File: src/rtl/icache_refill_ctrl_if.sv
// Bus bundle between the refill controller and its neighbours: the fetch
// unit (request/stall), the instruction cache core (lookup, set valid bits,
// line/tag update) and the memory read bus (request handshake, read beats).
// The master modport belongs to icache_refill_ctrl; the slave modport is
// the environment's view (fetch unit, cache core and memory together).
//   fetch_valid/fetch_addr/fetch_stall              fetch side
//   query_valid/query_addr/query_hit/valid_per_way  cache lookup
//   do_update_line/do_update_tag_and_valid/
//   update_addr/update_way/update_line_data/
//   update_dirty_bit                                cache install
//   mem_req_valid/mem_req_ready/mem_req_addr/
//   mem_rvalid/mem_rdata                            memory read bus
//   miss_count                                      completed refills
interface icache_refill_ctrl_if #(
  parameter int unsigned LINE_SIZE = 64,
  parameter int unsigned WAYS      = 8,
  parameter int unsigned MEM_DW    = 64
);
  localparam int unsigned VW = (WAYS > 1) ? $clog2(WAYS) : 1;

  logic                     fetch_valid;
  logic [31:0]              fetch_addr;
  logic                     fetch_stall;
  logic                     query_valid;
  logic [31:0]              query_addr;
  logic                     query_hit;
  logic [WAYS-1:0]          valid_per_way;
  logic                     do_update_line;
  logic                     do_update_tag_and_valid;
  logic [31:0]              update_addr;
  logic [VW-1:0]            update_way;
  logic [LINE_SIZE*8-1:0]   update_line_data;
  logic                     update_dirty_bit;
  logic                     mem_req_valid;
  logic                     mem_req_ready;
  logic [31:0]              mem_req_addr;
  logic                     mem_rvalid;
  logic [MEM_DW-1:0]        mem_rdata;
  logic [31:0]              miss_count;

  modport master (
    input  fetch_valid, fetch_addr, query_hit, valid_per_way,
           mem_req_ready, mem_rvalid, mem_rdata,
    output fetch_stall, query_valid, query_addr,
           do_update_line, do_update_tag_and_valid, update_addr, update_way,
           update_line_data, update_dirty_bit,
           mem_req_valid, mem_req_addr, miss_count
  );

  modport slave (
    output fetch_valid, fetch_addr, query_hit, valid_per_way,
           mem_req_ready, mem_rvalid, mem_rdata,
    input  fetch_stall, query_valid, query_addr,
           do_update_line, do_update_tag_and_valid, update_addr, update_way,
           update_line_data, update_dirty_bit,
           mem_req_valid, mem_req_addr, miss_count
  );
endinterface

File: src/rtl/icache_refill_ctrl.sv
// Instruction-cache miss/refill sequencer for the IF stage.
// Forwards fetch lookups to the cache; on a miss it stalls fetch, picks a
// victim way (lowest invalid way, else round-robin), bursts the line in from
// memory, installs line + tag/valid in one cycle and replays the lookup.
// Read-only cache: nothing is ever written back.
// Ports:
//   clk    rising-edge clock
//   rst    synchronous active-high reset
//   flush  pipeline flush, abandons the miss in progress
//   bus    icache_refill_ctrl_if.master (fetch, cache and memory signals)
module icache_refill_ctrl #(
  parameter int unsigned LINE_SIZE = 64,
  parameter int unsigned WAYS      = 8,
  parameter int unsigned MEM_DW    = 64
) (
  input  logic                 clk,
  input  logic                 rst,
  input  logic                 flush,
  icache_refill_ctrl_if.master bus
);
  localparam int unsigned VW    = (WAYS > 1) ? $clog2(WAYS) : 1;
  localparam int unsigned BEATS = LINE_SIZE * 8 / MEM_DW;
  localparam int unsigned BW    = (BEATS > 1) ? $clog2(BEATS) : 1;
  localparam logic [31:0] LINE_MASK = ~(32'(LINE_SIZE) - 32'd1);

  localparam logic [2:0] S_IDLE   = 3'd0;
  localparam logic [2:0] S_REQ    = 3'd1;
  localparam logic [2:0] S_FILL   = 3'd2;
  localparam logic [2:0] S_UPDATE = 3'd3;
  localparam logic [2:0] S_REPLAY = 3'd4;
  localparam logic [2:0] S_DRAIN  = 3'd5;

  logic [2:0]             state_q, state_d;
  logic [31:0]            miss_addr_q, miss_addr_d;
  logic [VW-1:0]          victim_q, victim_d;
  logic                   from_rr_q, from_rr_d;
  logic [VW-1:0]          rr_q, rr_d;
  logic [BW-1:0]          cnt_q, cnt_d;
  logic [LINE_SIZE*8-1:0] line_q, line_d;
  logic [31:0]            miss_count_q, miss_count_d;

  logic [VW-1:0]          free_way;
  logic                   any_free;
  logic                   last_beat;

  // Lowest-index invalid way of the looked-up set.
  always_comb begin
    free_way = '0;
    any_free = 1'b0;
    for (int unsigned i = 0; i < WAYS; i++) begin
      if (!bus.valid_per_way[i] && !any_free) begin
        free_way = VW'(i);
        any_free = 1'b1;
      end
    end
  end

  assign last_beat = (cnt_q == BW'(BEATS - 1));

  always_comb begin
    state_d      = state_q;
    miss_addr_d  = miss_addr_q;
    victim_d     = victim_q;
    from_rr_d    = from_rr_q;
    rr_d         = rr_q;
    cnt_d        = cnt_q;
    line_d       = line_q;
    miss_count_d = miss_count_q;
    case (state_q)
      S_IDLE: begin
        if (bus.fetch_valid && !bus.query_hit && !flush) begin
          miss_addr_d = bus.fetch_addr & LINE_MASK;
          victim_d    = any_free ? free_way : rr_q;
          from_rr_d   = !any_free;
          state_d     = S_REQ;
        end
      end
      S_REQ: begin
        if (bus.mem_req_ready) begin
          cnt_d   = '0;
          // Request already accepted: its beats must still be sunk.
          state_d = flush ? S_DRAIN : S_FILL;
        end else if (flush) begin
          state_d = S_IDLE;
        end
      end
      S_FILL: begin
        if (bus.mem_rvalid) begin
          line_d[32'(cnt_q) * MEM_DW +: MEM_DW] = bus.mem_rdata;
          cnt_d = last_beat ? '0 : cnt_q + BW'(1);
        end
        // A flush landing on the final beat has nothing left to drain.
        if (flush) begin
          state_d = (bus.mem_rvalid && last_beat) ? S_IDLE : S_DRAIN;
        end else if (bus.mem_rvalid && last_beat) begin
          state_d = S_UPDATE;
        end
      end
      S_UPDATE: begin
        miss_count_d = miss_count_q + 32'd1;
        if (from_rr_q) begin
          rr_d = (rr_q == VW'(WAYS - 1)) ? '0 : rr_q + VW'(1);
        end
        state_d = S_REPLAY;
      end
      S_REPLAY: begin
        state_d = S_IDLE;
      end
      S_DRAIN: begin
        if (bus.mem_rvalid) begin
          cnt_d = last_beat ? '0 : cnt_q + BW'(1);
          if (last_beat) state_d = S_IDLE;
        end
      end
      default: state_d = S_IDLE;
    endcase
  end

  always_ff @(posedge clk) begin
    if (rst) begin
      state_q      <= S_IDLE;
      miss_addr_q  <= '0;
      victim_q     <= '0;
      from_rr_q    <= 1'b0;
      rr_q         <= '0;
      cnt_q        <= '0;
      line_q       <= '0;
      miss_count_q <= '0;
    end else begin
      state_q      <= state_d;
      miss_addr_q  <= miss_addr_d;
      victim_q     <= victim_d;
      from_rr_q    <= from_rr_d;
      rr_q         <= rr_d;
      cnt_q        <= cnt_d;
      line_q       <= line_d;
      miss_count_q <= miss_count_d;
    end
  end

  always_comb begin
    bus.fetch_stall             = 1'b0;
    bus.query_valid             = 1'b0;
    bus.query_addr              = '0;
    bus.do_update_line          = 1'b0;
    bus.do_update_tag_and_valid = 1'b0;
    bus.update_addr             = '0;
    bus.update_way              = '0;
    bus.mem_req_valid           = 1'b0;
    bus.mem_req_addr            = '0;
    case (state_q)
      S_IDLE: begin
        bus.query_valid = bus.fetch_valid;
        bus.query_addr  = bus.fetch_addr;
        bus.fetch_stall = bus.fetch_valid & ~bus.query_hit;
      end
      S_REQ: begin
        bus.fetch_stall   = 1'b1;
        bus.mem_req_valid = 1'b1;
        bus.mem_req_addr  = miss_addr_q;
      end
      S_UPDATE: begin
        bus.fetch_stall             = 1'b1;
        bus.do_update_line          = 1'b1;
        bus.do_update_tag_and_valid = 1'b1;
        bus.update_addr             = miss_addr_q;
        bus.update_way              = victim_q;
      end
      S_REPLAY: begin
        bus.query_valid = 1'b1;
        bus.query_addr  = bus.fetch_addr;
        bus.fetch_stall = ~bus.query_hit;
      end
      default: begin
        bus.fetch_stall = 1'b1;
      end
    endcase
  end

  assign bus.update_line_data = line_q;
  assign bus.update_dirty_bit = 1'b0;
  assign bus.miss_count       = miss_count_q;
endmodule
File: src/flat_wrapper.sv
// flat-port wrapper written by rule: the top's interface ports become plain ports
module icache_refill_ctrl_flat 
#(
  parameter int unsigned LINE_SIZE = 64,
  parameter int unsigned WAYS      = 8,
  parameter int unsigned MEM_DW    = 64
)
  (clk, rst, flush, bus_fetch_valid, bus_fetch_addr, bus_query_hit, bus_valid_per_way, bus_mem_req_ready, bus_mem_rvalid, bus_mem_rdata, bus_fetch_stall, bus_query_valid, bus_query_addr, bus_do_update_line, bus_do_update_tag_and_valid, bus_update_addr, bus_update_way, bus_update_line_data, bus_update_dirty_bit, bus_mem_req_valid, bus_mem_req_addr, bus_miss_count);
  icache_refill_ctrl_if #(.LINE_SIZE(LINE_SIZE), .WAYS(WAYS), .MEM_DW(MEM_DW)) bus_i ();
  input  logic clk;
  input  logic rst;
  input  logic flush;
  input wire logic [$bits(bus_i.fetch_valid)-1:0] bus_fetch_valid;
  input wire logic [$bits(bus_i.fetch_addr)-1:0] bus_fetch_addr;
  input wire logic [$bits(bus_i.query_hit)-1:0] bus_query_hit;
  input wire logic [$bits(bus_i.valid_per_way)-1:0] bus_valid_per_way;
  input wire logic [$bits(bus_i.mem_req_ready)-1:0] bus_mem_req_ready;
  input wire logic [$bits(bus_i.mem_rvalid)-1:0] bus_mem_rvalid;
  input wire logic [$bits(bus_i.mem_rdata)-1:0] bus_mem_rdata;
  output wire logic [$bits(bus_i.fetch_stall)-1:0] bus_fetch_stall;
  output wire logic [$bits(bus_i.query_valid)-1:0] bus_query_valid;
  output wire logic [$bits(bus_i.query_addr)-1:0] bus_query_addr;
  output wire logic [$bits(bus_i.do_update_line)-1:0] bus_do_update_line;
  output wire logic [$bits(bus_i.do_update_tag_and_valid)-1:0] bus_do_update_tag_and_valid;
  output wire logic [$bits(bus_i.update_addr)-1:0] bus_update_addr;
  output wire logic [$bits(bus_i.update_way)-1:0] bus_update_way;
  output wire logic [$bits(bus_i.update_line_data)-1:0] bus_update_line_data;
  output wire logic [$bits(bus_i.update_dirty_bit)-1:0] bus_update_dirty_bit;
  output wire logic [$bits(bus_i.mem_req_valid)-1:0] bus_mem_req_valid;
  output wire logic [$bits(bus_i.mem_req_addr)-1:0] bus_mem_req_addr;
  output wire logic [$bits(bus_i.miss_count)-1:0] bus_miss_count;
  assign bus_i.fetch_valid = bus_fetch_valid;
  assign bus_i.fetch_addr = bus_fetch_addr;
  assign bus_i.query_hit = bus_query_hit;
  assign bus_i.valid_per_way = bus_valid_per_way;
  assign bus_i.mem_req_ready = bus_mem_req_ready;
  assign bus_i.mem_rvalid = bus_mem_rvalid;
  assign bus_i.mem_rdata = bus_mem_rdata;
  assign bus_fetch_stall = bus_i.fetch_stall;
  assign bus_query_valid = bus_i.query_valid;
  assign bus_query_addr = bus_i.query_addr;
  assign bus_do_update_line = bus_i.do_update_line;
  assign bus_do_update_tag_and_valid = bus_i.do_update_tag_and_valid;
  assign bus_update_addr = bus_i.update_addr;
  assign bus_update_way = bus_i.update_way;
  assign bus_update_line_data = bus_i.update_line_data;
  assign bus_update_dirty_bit = bus_i.update_dirty_bit;
  assign bus_mem_req_valid = bus_i.mem_req_valid;
  assign bus_mem_req_addr = bus_i.mem_req_addr;
  assign bus_miss_count = bus_i.miss_count;
  icache_refill_ctrl #(.LINE_SIZE(LINE_SIZE), .WAYS(WAYS), .MEM_DW(MEM_DW)) u_core (.clk(clk), .rst(rst), .flush(flush), .bus(bus_i));
endmodule
File: config.mk
export PLATFORM = sky130hd
export DESIGN_NAME = icache_refill_ctrl_flat
export DESIGN_NICKNAME = d
export VERILOG_FILES = /design/src/rtl/icache_refill_ctrl_if.sv /design/src/rtl/icache_refill_ctrl.sv /design/src/flat_wrapper.sv
export SDC_FILE = /design/constraint.sdc
export NUM_CORES = 1
export LEC_CHECK = 0
export BUFFER_PORTS_ARGS = -buffer_cell sky130_fd_sc_hd__buf_2
export CAP_MARGIN = 15
export CORE_AREA = 3 3 296 298
export CTS_CLUSTER_SIZE = 24
export DETAILED_ROUTE_END_ITERATION = 10
export DIE_AREA = 0 0 299 301
export GPL_TIMING_DRIVEN = 0
export SYNTH_ARGS = -nofsm -noshare
export SYNTH_HDL_FRONTEND = slang
export SYNTH_SLANG_ARGS = --single-unit
File: constraint.sdc
create_clock -name clk -period 2.2 [get_ports clk]
set_input_delay 0.44 -clock clk [delete_from_list [all_inputs] [get_ports clk]]
set_output_delay 0.44 -clock clk [all_outputs]
set_load 0.01 [all_outputs]
; ---- After elaboration in Yosys (flattened, before gate mapping)
; Cells that the tools add are included.
; Widths: inputs -> output; s select.
[classes]
n_addsub = 4
n_eq_ne = 14
n_shift = 2
muxes = 40
bitwise = 2
n_reduce_logical = 35
[op_table]
columns = cell, count
row1 = $bwmux 512, 1
row2 = $shift 64x34->512 const A, 1
row3 = $shiftx 64x34->512, 1
row4 = $mux 32, 3
row5 = $mux 3, 21
row6 = $neg 9->34, 1
row7 = $add 32x1->32 const B, 1
row8 = $logic_not 1->1, 16
row9 = $pmux 3 s5, 1
row10 = $eq 3x3->1 const B, 4
row11 = $mux 1, 11
row12 = $logic_and 1x1->1, 10
row13 = $add 3x1->3 const B, 2
row14 = $eq 3x2->1 const B, 2
row15 = $ne 2x1->1 const B, 3
row16 = $pmux 3 s2, 1
row17 = $reduce_and 2->1, 3
row18 = $reduce_and 5->1, 1
row19 = $ne 2x2->1 const B, 2
row20 = $pmux 1 s2, 2
row21 = $reduce_or 2->1, 2
row22 = $eq 3x1->1 const B, 1
row23 = $logic_not 3->1, 1
row24 = $ne 3x2->1 const B, 1
row25 = 5 further kinds, 5
[word_totals]
regBits = 583
inputBits = 111
output_inout_bits = 649
elab_cells = 105

; ---- Depth between registers and ports, before layout
; Gate-level depths: netlist of run 1.
[depth]
word_depth = 22
mapped_depth = 11
mapped_depth_nobuf = 7

; ---- Least setup slack after synthesis of run 1
; No wires, ideal clock.
[synth_timing]
kind = reg-to-reg
from = register u_core.cnt_q[0]
to = register u_core.line_q[388] (netlist: u_core.bus.update_line_data[388])
setup_time_ns = 0.070
arrival_time_ns = 2.331
path_slack_ns = -0.201
path_stages_with_launch = 12
n_path_buf = 4
path_cell_list = dfxtp_1 -> buf_2 -> inv_1 -> ha_1 -> ha_1 -> buf_2 -> nor4b_4 -> and3_1 -> buf_2 -> buf_2 -> nand3_1 -> a21oi_1
[synth_via]
elab_chain_len = 3
[synth_rtl]
columns = element, line
row1 = from (decl), icache_refill_ctrl.sv:38  ; logic [BW-1:0] cnt_q, cnt_d;
row2 = from (signal assigned), icache_refill_ctrl.sv:135  ; cnt_q <= cnt_d;
row3 = $neg 9->34 *, icache_refill_ctrl.sv:89  ; line_d[32'(cnt_q) * MEM_DW +: MEM_DW] = bus.mem_rdata;
row4 = $shiftx 64x34->512 or $shift 64x34->512 (tied branches), icache_refill_ctrl.sv:89
row5 = $bwmux 512 *, icache_refill_ctrl.sv:89
row6 = to (signal assigned), icache_refill_ctrl.sv:136  ; line_q <= line_d;
row7 = to (decl), icache_refill_ctrl.sv:39  ; logic [LINE_SIZE*8-1:0] line_q, line_d;
; Every way passes the cells marked *; elsewhere a longest branch is shown, timed or not.
; A chain may end at the register's enable or synchronous reset.

; ---- Final worst setup path of run 1
[layout_timing]
from = register u_core.cnt_q[1]
to = register u_core.line_q[101] (netlist: u_core.bus.update_line_data[101])
; Same word-level chain as after synthesis.

==> results of run 1 <==
-- worst min-delay path, stage by stage --
cell	delay [ps]
buf_2	100
nand2_1	50
a21oi_1	50
-- final timing paths --
path                                                  from                                            end  slack, ps  depth (start not counted)
max                           u_core.cnt_q[1]$_SDFFE_PP0P_  u_core.bus.update_line_data[101]$_SDFFE_PP0P_       -100                         10
min                                     bus_fetch_addr[29]            u_core.miss_addr_q[29]$_SDFFE_PP0P_         90                          3
max reg2reg                   u_core.cnt_q[1]$_SDFFE_PP0P_  u_core.bus.update_line_data[101]$_SDFFE_PP0P_       -100                         10
min reg2reg  u_core.bus.update_line_data[232]$_SDFFE_PP0P_  u_core.bus.update_line_data[232]$_SDFFE_PP0P_        450                          2
-- layer usage --
metal / wire length (µm) / part of all wire (%) / vias to the layer above
li1: - / - / 11300
met1: 51600 / 41 / 12300
met2: 59400 / 47 / 1194
met3: 9370 / 7.4 / 285
met4: 5930 / 4.7 / 0
met5: 0 / 0 / -
-- through the flow --
stage,setup WS [ps],cell area [µm²],std cells,utilization (%),power (mW)
2_1_floorplan,18.6,23100,2868,-,11.9
3_3_place_gp,-2480,28000,4693,32.9,12.8
3_5_place_dp,-1960,28200,4706,33.1,12.8
4_1_cts,-121,32800,4887,38.5,24.9
5_1_grt,-151,37000,4951,43.5,26.3
6_report,-104,37000,4953,43.5,25.6
-- flip-flops by register name, indices dropped and copies added (netlist names) --
register / flops
u_core.bus.update_line_data: 512
u_core.bus.miss_count: 32
u_core.miss_addr_q: 26
u_core.cnt_q: 3
u_core.rr_q: 3
u_core.state_q: 3
u_core.victim_q: 3
u_core.from_rr_q: 1
-- where the power goes --
| part | switching [mW] | internal (mW) |
|---|---|---|
| Combinational | 1.67 | 1.42 |
| Sequential | 0.0678 | 10.6 |
| Clock | 4.87 | 6.98 |
-- what timing repair did --
item                       in CTS  in global routing
pin swaps                      91                214
gates cloned                   14                 44
setup buffers                  49                 27
setup endpoints to repair     670                598
gates resized for setup       464                797
-- cells by family after synthesis --
kind of cell | share of synthesized area (%)
simple gates | 26.6
flops | 50.7
compound gates | 12.2
buf+inv | 6.82
mux | 2.88
xor+xnor | 0.419
fa+ha+maj | 0.381
other cells | 0.0163
-- cells in the final DEF (no fill, tap or decap), drive strengths merged, types with 4 or more instances in the layout --
| master | n |
|---|---|
| nor2b | 6 |
| mux2i | 64 |
| a21oi | 506 |
| and3 | 6 |
| xnor2 | 6 |
| nand3b | 4 |
| nand2 | 795 |
| and4 | 10 |
| nand4 | 15 |
| clkbuf | 248 |
| ha | 7 |
| nand3 | 266 |
| nor3 | 5 |
| xor2 | 5 |
| o31ai | 9 |
| bufinv | 6 |
| clkinv | 13 |
| dfxtp | 583 |
| and2 | 89 |
| nor2 | 24 |
| or3 | 9 |
| inv | 14 |
| nand4b | 4 |
| buf | 965 |
| o21ai | 13 |
| nor4 | 7 |
| conb | 13 |
| nand2b | 69 |
| or4 | 13 |
-- layout make-up --
type                            instances  area [µm²]  area share, %
Sequential cell                       583       11700           31.6
Buffer                                289        2690           7.26
Clock inverter                         25         322          0.869
Inverter                                9        41.3          0.112
Tap cell                             1144        1430           3.87
Clock buffer                           98        1970           5.34
Antenna cell                            3        7.51         0.0203
Timing Repair Buffer                  827        6130           16.6
Multi-Input combinational cell       1975       12700           34.4
==> impl_metrics.tcl, run 1 <==
set metrics [dict create \
    setup_viol 306 \
    routed_via_density 5.07 \
    synth.cells.most_frequent "795 x nand2_1, 583 x dfxtp_1, 506 x a21oi_1" \
    synth_seq_cells 583 \
    critPathBufInv 4 \
    clk_pin_slew_ps 60 \
    start_util_pct 27.0 \
    synth_ff_type "dfxtp_1" \
    gr-total-overflow 0 \
    slew_headroom_pct 34.4 \
    crit_type "reg -> reg" \
    io_pins 760 \
    critPathMaxStageDelay_ps 540 \
    clock_skew_ps 28.3 \
    core_mm2 0.0851 \
    critPathLaunchType "register" \
    worstSkewPairLatency_ps 620 \
    crit_fanout 6 \
    rsz0062_at_grt "yes" \
    clockBufferDepth 3 \
    grt_pass1_vias 22500 \
    root_buffer "clkbuf_16" \
    yosysMostFrequentCell "nand2_1" \
    grt_max_degree 15 \
    cts_tree "done" \
    synth_top_cell_by_area "dfxtp_1" \
    drv_cap 0 \
    netlist_instances 2856 \
    ys_types 57 \
    crit_required_ps 2640 \
    setup_ws_ps -104 \
    grt_use_met2_pct 41.0 \
    grt.total_usage_pct 24.9 \
    slowest_stage "or4_4" \
    synth_edf_count 0 \
    drc 0 \
    leakagePower_nw 14.6 \
    num_vias 25100 \
    final_nets 3871 \
    netlist.area_leader.share_pct 50.7 \
    yosysWarnings 0 \
    die-area_mm2 0.0900 \
    fill_cells 8328 \
    violations "setup timing" \
    holdWs_ps 92.7 \
    drive_gt1_share_pct 46.5 \
    final_antenna_net_count 0 \
    outcome "finished, violations left" \
    async_reset_ff_share_pct 0 \
    dr.pass1.iters 8 \
    placementRows 107 \
    drt-total-wl_mm 126 \
    cts_hold_buf 0 \
    use_met1_pct 31.2 \
    slew_viol_final 0 \
    peakVddDrop_uv 546 \
    wl_per_cell_um 25.5 \
    dieHeight_um 301 \
    crit_family "simple AND/OR/NAND/NOR gates" \
    path_cells "inv_2 -> ha_4 -> ha_4 -> buf_12 -> nand2_8 -> or4_4 -> buf_12 -> clkbuf_16 -> nand2_2 -> a21oi_1" \
    dp_hpwl_mm 85.9 \
    htree_levels 3 \
    drtIter0Drc 1941 \
    finalCritPeriodShare_pct 105 \
    timing.fmax_ghz 0.434 \
    busiest_layer "met2" \
    syn_avg_cell_area_um2 8.06 \
    end_kind "register" \
    area_growth_pct 60.8 \
    io_buffer_count 681 \
    dieWidth_um 299 \
    met3_usage_pct 5.97 \
    final-hold-violation-count 0 \
    grt_first_pass_wirelength_mm 164 \
    yosysSeqAreaShare_pct 50.7 \
    cts_inserted_buffers 68 \
    hold_class "in -> reg" \
    p_per_area_mw_per_mm2 693 \
    crit_arrival_ps 2750 \
    synthTopCellsByArea "dfxtp_1 51%, nand2_1 13%, a21oi_1 11%, nand3_1 5.8%, mux2i_1 2.8%" \
    min_period_ps 2300 \
    synth_area_mm2 0.0230 \
    grt_antenna_before_repair 4 \
    gp_congestion 0.897 \
    cts.sinks 583 \
    tns_ps -11120 \
    worst_slew_pin_slew_ps 983 \
]
Note: power is estimated with default switching activity, not from simulation.
==> inputs of run 2 (changes only) <==
--- a/config.mk
+++ b/config.mk
@@ -14,2 +14,3 @@
 export GPL_TIMING_DRIVEN = 0
+export SETUP_SLACK_MARGIN = 0.15
 export SYNTH_ARGS = -nofsm -noshare
==> constraint.sdc (replaced) <==
create_clock -name clk -period 2.2 [get_ports clk]
set_input_delay 0.33 -clock clk [delete_from_list [all_inputs] [get_ports clk]]
set_output_delay 0.33 -clock clk [all_outputs]
set_load 0.01 [all_outputs]
==> run 2 against run 1 <==
The flow still finishes with violations (setup timing). Non-clock buffer count shrank 3. Clock power about the same. Via count is 3.2% lower. Power down 1.8%. Sequential cell count unchanged. Clock skew fell by 8.1 ps. Largest power group unchanged.
==> impl_metrics.tcl, run 2 (synthesized netlist as in run 1, its figures left out) <==
set metrics [dict create \
    outcome "finished, violations left" \
    violations "setup timing" \
    p_sw_mw 6.47 \
    num_vias 24300 \
    layout_common_cells "715 x nand2_1, 690 x buf_2, 575 x dfxtp_1, 429 x a21oi_1, 257 x nand3_1" \
    internal-power_mw 18.7 \
    finalCritPeriodShare_pct 108 \
    cts_tree "done" \
    drtIter0Drc 2144 \
    comb_power_share_pct 9.3 \
    core_mm2 0.0851 \
    start_util_pct 27.0 \
    fill_cells 8545 \
    rsz0062_at_grt "yes" \
    drv_cap 0 \
    hold_class "in -> reg" \
    grt.total_usage_pct 24.3 \
    placed_area_mm2 0.0282 \
    slew_viol_final 0 \
    dp_hpwl_mm 84.8 \
    regArea_mm2 0.0117 \
    clock_skew_ps 20.2 \
    clk_pin_slew_ps 60 \
    placementRows 107 \
    worstSkewPairLatency_ps 610 \
    gr-total-overflow 0 \
    gp_congestion 0.874 \
    cts_inserted_buffers 70 \
    crit_start "u_core.cnt_q[0]$_SDFFE_PP0P_" \
    crit_type "reg -> reg" \
    dr.pass1.iters 5 \
    area_growth_pct 49.9 \
    setup_viol 411 \
    crit_arrival_ps 2820 \
    final_common_cell "nand2_1" \
    path_cells "buf_12 -> inv_6 -> ha_4 -> ha_4 -> buf_12 -> nor3b_4 -> buf_6 -> nand4_1 -> buf_4 -> buf_16 -> clkbuf_16 -> nand2_4 -> a21oi_2" \
    fin_area_mm2 0.0345 \
    wl_per_cell_um 24.0 \
    htree_levels 3 \
    r2r_start "u_core.cnt_q[0]$_SDFFE_PP0P_" \
    drt-total-wl_mm 119 \
    leakagePower_nw 14.3 \
    grt_pass1_vias 22300 \
    tns_ps -30180 \
    peakVddDrop_uv 649 \
    critPathLaunchType "register" \
    worstHoldPathCells 3 \
    multi_input_area_mm2 0.0109 \
    worst_slew_pin_slew_ps 1070 \
    root_buffer "clkbuf_16" \
    io_buffer_count 681 \
    end_kind "register" \
    crit_required_ps 2640 \
    min_from "bus_mem_rdata[57]" \
    grt_max_degree 14 \
    slowest_stage "dfxtp_2" \
    cts.sinks 583 \
    p_clk_share_pct 48.3 \
    grt_antenna_before_repair 3 \
    post-place-ws_ps -1440 \
    swShare_pct 25.7 \
    min_period_ps 2380 \
    largest_register_ffs 512 \
    final_nets 3870 \
    clockBufferDepth 3 \
    crit_fanout 6 \
    dieHeight_um 301 \
    routed_via_density 4.91 \
    slew_headroom_pct 28.7 \
    p_seq_share_pct 42.4 \
    critPathMaxStageDelay_ps 350 \
    die-area_mm2 0.0900 \
    drive_gt1_share_pct 35.4 \
    timing.fmax_ghz 0.421 \
    rr_worst_depth 13 \
    setup_ws_ps -176 \
    drc 0 \
    dieWidth_um 299 \
    grt_first_pass_wirelength_mm 161 \
    p_per_area_mw_per_mm2 730 \
    final_antenna_net_count 0 \
    final_cells 4950 \
    io_pins 760 \
    place_inst 4701 \
    final-hold-violation-count 0 \
]
[run 2: worst max-delay path, delay by kind of cell, from the launching register on]
family,cells,cell delay (ps)
AO/OA/AOI/OAI,1,50
adder cells (fa/ha/maj),2,440
buffers and inverters,7,950
flip-flops,1,350
AND/OR/NAND/NOR,3,390
[run 2: path summary, 6_finish.rpt]
kind,to,slack (ps)
max reg2reg,u_core.bus.update_line_data[188]$_SDFFE_PP0P_,-180
max,u_core.bus.update_line_data[188]$_SDFFE_PP0P_,-180
min,u_core.bus.update_line_data[441]$_SDFFE_PP0P_,40
min reg2reg,u_core.bus.update_line_data[497]$_SDFFE_PP0P_,450
[run 2: power by group through the flow]
stage / clock (mW) / combinational [mW] / sequential, mW
detailed placement: 0 / 1.89 / 10.9
global placement: 0 / 1.87 / 10.9
global route: 12.7 / 2.48 / 10.7
floorplan: 0 / 1.02 / 10.9
finish: 12.2 / 2.33 / 10.7
CTS: 12.3 / 2.09 / 10.7
[run 2: what timing repair did]
item                       CTS  global route
pin swaps                   30           118
setup endpoints to repair  672           645
buffers inserted            41            19
gates cloned                 6            23
gates resized for setup    323           370
hold endpoints to repair    50             0
hold buffers                35             0
[run 2: metrics by stage]
stage / utilization (%) / hold slack, ps / total power, mW
4_1_cts: 38.2 / 0.641 / 25.1
3_3_place_gp: 32.9 / 435 / 12.8
5_1_grt: 40.5 / 17.3 / 25.9
3_5_place_dp: 33.1 / 440 / 12.8
2_1_floorplan: - / 427 / 11.9
6_report: 40.5 / 36.7 / 25.2
[run 2: area by class of cell]
| cell class | instances | share of cell area, % |
|---|---|---|
| Sequential cell | 583 | 33.9 |
| Timing Repair Buffer | 813 | 15.4 |
| Multi-Input combinational cell | 1975 | 31.6 |
| Antenna cell | 1 | 0.00725 |
| Buffer | 300 | 7.95 |
| Clock buffer | 99 | 5.83 |
| Clock inverter | 26 | 1.07 |
| Tap cell | 1144 | 4.15 |
| Inverter | 9 | 0.120 |
[run 2: layer usage]
metal | up-vias | wire [µm] | track usage, %
met5 | - | 13 | 0
met4 | 2 | 5000 | 10.6
met3 | 217 | 9500 | 6.13
met2 | 1072 | 55000 | 39.1
met1 | 11800 | 49200 | 30.7
li1 | 11300 | - | -
==> inputs of run 3 (changes only) <==
--- a/constraint.sdc
+++ b/constraint.sdc
@@ -3,2 +3,2 @@
 set_output_delay 0.33 -clock clk [all_outputs]
-set_load 0.01 [all_outputs]
+set_load 0.02 [all_outputs]
==> run 3 against run 2 <==
The run still ends with setup timing left. Critical path depth is the same. Sequential cell count is the same. Setup slack improved by 6.5 ps. Sequential power barely moved. First-iteration DRC count fell by 2.5%. Power is 1.7% higher. Count of clock-buffer cells in the layout unchanged. Combinational power up 18%. Clock power about the same. Core utilization is 1.5 points higher.
==> impl_metrics.tcl, run 3 (synthesized netlist as in run 1, its figures left out) <==
set metrics [dict create \
    hold_class "in -> reg" \
    io_pins 760 \
    final_nets 3905 \
    clockBufferDepth 3 \
    routed_via_density 4.95 \
    root_buffer "clkbuf_16" \
    swShare_pct 26.3 \
    start_util_pct 27.0 \
    htree_levels 3 \
    tns_ps -24740 \
    peakVddDrop_uv 652 \
    placementRows 107 \
    wl_per_cell_um 24.2 \
    slowest_stage "dfxtp_2" \
    die-area_mm2 0.0900 \
    dieWidth_um 299 \
    crit_family "buffers and inverters" \
    p_per_area_mw_per_mm2 715 \
    crit_required_ps 2640 \
    drive_gt1_share_pct 38.9 \
    end_kind "register" \
    drc 0 \
    grt_max_degree 14 \
    leakagePower_nw 14.7 \
    drv_cap 0 \
    comb_power_share_pct 10.8 \
    cts_tree "done" \
    critPathBufInv 7 \
    min_period_ps 2370 \
    p_sw_mw 6.74 \
    rsz0062_at_grt "yes" \
    core_mm2 0.0851 \
    placed_area_mm2 0.0282 \
    violations "setup timing" \
    worst_slew_pin_slew_ps 1030 \
    slew_headroom_pct 31.2 \
    setup_ws_ps -170 \
    layout_common_cells "686 x nand2_1, 662 x buf_2, 575 x dfxtp_1, 394 x a21oi_1, 244 x nand3_1" \
    cts_inserted_buffers 70 \
    final_antenna_net_count 0 \
    path_cells "buf_12 -> inv_6 -> ha_4 -> ha_4 -> buf_12 -> nor3b_4 -> buf_6 -> nand4_1 -> buf_4 -> buf_16 -> clkbuf_16 -> nand2_4 -> a21oi_2" \
    num_vias 24700 \
    internal-power_mw 18.9 \
    p_clk_share_pct 47.5 \
    crit_arrival_ps 2810 \
    cts.sinks 583 \
    grt_first_pass_wirelength_mm 161 \
    drtIter0Drc 2090 \
    fin_area_mm2 0.0358 \
    setup_viol 359 \
    dr.pass1.iters 5 \
    grt_antenna_before_repair 4 \
    largest_register_ffs 512 \
    worstSkewPairLatency_ps 610 \
    clock_skew_ps 19.9 \
    outcome "finished, violations left" \
    drt-total-wl_mm 121 \
    timing.fmax_ghz 0.422 \
    holdWs_ps 38.9 \
    final_common_cell "nand2_1" \
    grt.total_usage_pct 24.3 \
    gp_congestion 0.874 \
    io_buffer_count 681 \
    p_seq_share_pct 41.7 \
    critPathLaunchType "register" \
    dp_hpwl_mm 84.8 \
    finalCritPeriodShare_pct 108 \
    clk_pin_slew_ps 60 \
    dieHeight_um 301 \
    fill_cells 8403 \
    gr-total-overflow 0 \
    slew_viol_final 0 \
    critPathMaxStageDelay_ps 350 \
    grt_pass1_vias 22400 \
    final-hold-violation-count 0 \
    area_growth_pct 55.6 \
    crit_type "reg -> reg" \
    crit_fanout 6 \
]
[run 3: changes by cell type in the layout (fill, tap and decap cells not counted), sizes merged]
cell / before / now
buf: 934 / 974
clkbuf: 242 / 238
bufbuf: 1 / 0
clkinv: 10 / 11
inv: 16 / 15
[run 3: area by class of cell]
type / instances / area [µm²] / area share [%]
Sequential cell: 583 / 11700 / 32.7
Timing Repair Buffer: 848 / 5960 / 16.6
Inverter: 9 / 43.8 / 0.122
Multi-Input combinational cell: 1975 / 11400 / 31.8
Antenna cell: 1 / 2.50 / 0.00699
Tap cell: 1144 / 1430 / 4.00
Clock inverter: 26 / 369 / 1.03
Buffer: 300 / 2900 / 8.09
Clock buffer: 99 / 2010 / 5.62
[run 3: per-layer routing]
| metal | wire length, µm | vias up | track usage, % |
|---|---|---|---|
| met2 | 56100 | 1097 | 39.2 |
| li1 | - | 11300 | - |
| met3 | 9430 | 243 | 5.95 |
| met1 | 49800 | 12000 | 30.8 |
| met5 | 47 | - | 0 |
| met4 | 5490 | 4 | 10.5 |
[run 3: worst paths after layout]
| path | start | end | slack [ps] | cells past startpoint |
|---|---|---|---|---|
| worst min-delay path | bus_mem_rdata[62] | u_core.bus.update_line_data[62]$_SDFFE_PP0P_ | 40 | 3 |
| worst max register to register | u_core.cnt_q[0]$_SDFFE_PP0P_ | u_core.bus.update_line_data[188]$_SDFFE_PP0P_ | -170 | 13 |
| worst min register to register | u_core.bus.update_line_data[483]$_SDFFE_PP0P_ | u_core.bus.update_line_data[483]$_SDFFE_PP0P_ | 450 | 2 |
| worst max-delay path | u_core.cnt_q[0]$_SDFFE_PP0P_ | u_core.bus.update_line_data[188]$_SDFFE_PP0P_ | -170 | 13 |
[run 3: metrics by stage]
stage               total power [mW]  cells  setup WS [ps]  utilization, %
floorplan                       12.1   2868           29.7               -
global placement                13.0   4693          -2300            32.9
detailed placement              13.0   4701          -1440            33.1
CTS                             25.3   4907           -152            38.3
global route                    26.3   4984           -227            42.0
finish                          25.6   4985           -170            42.0
[run 3: power by group through the flow]
stage          clock, mW  sequential [mW]  combinational (mW)
2_1_floorplan          0             10.9                1.20
3_3_place_gp           0             10.9                2.06
3_5_place_dp           0             10.9                2.09
4_1_cts             12.3             10.7                2.33
5_1_grt             12.7             10.7                2.90
6_report            12.2             10.7                2.75
[run 3: worst min-delay path, cell delays in order]
cell and delay, ps:
buf_4 160, nand2_2 70, a21oi_2 40
[run 3: repair_timing]
action | CTS | global route
gates cloned | 6 | 34
setup endpoints to repair | 672 | 646
endpoints found under the hold margin | 50 | 0
hold buffers | 35 | 0
buffers inserted | 41 | 43
gates resized for setup | 352 | 610
pin swaps | 32 | 167
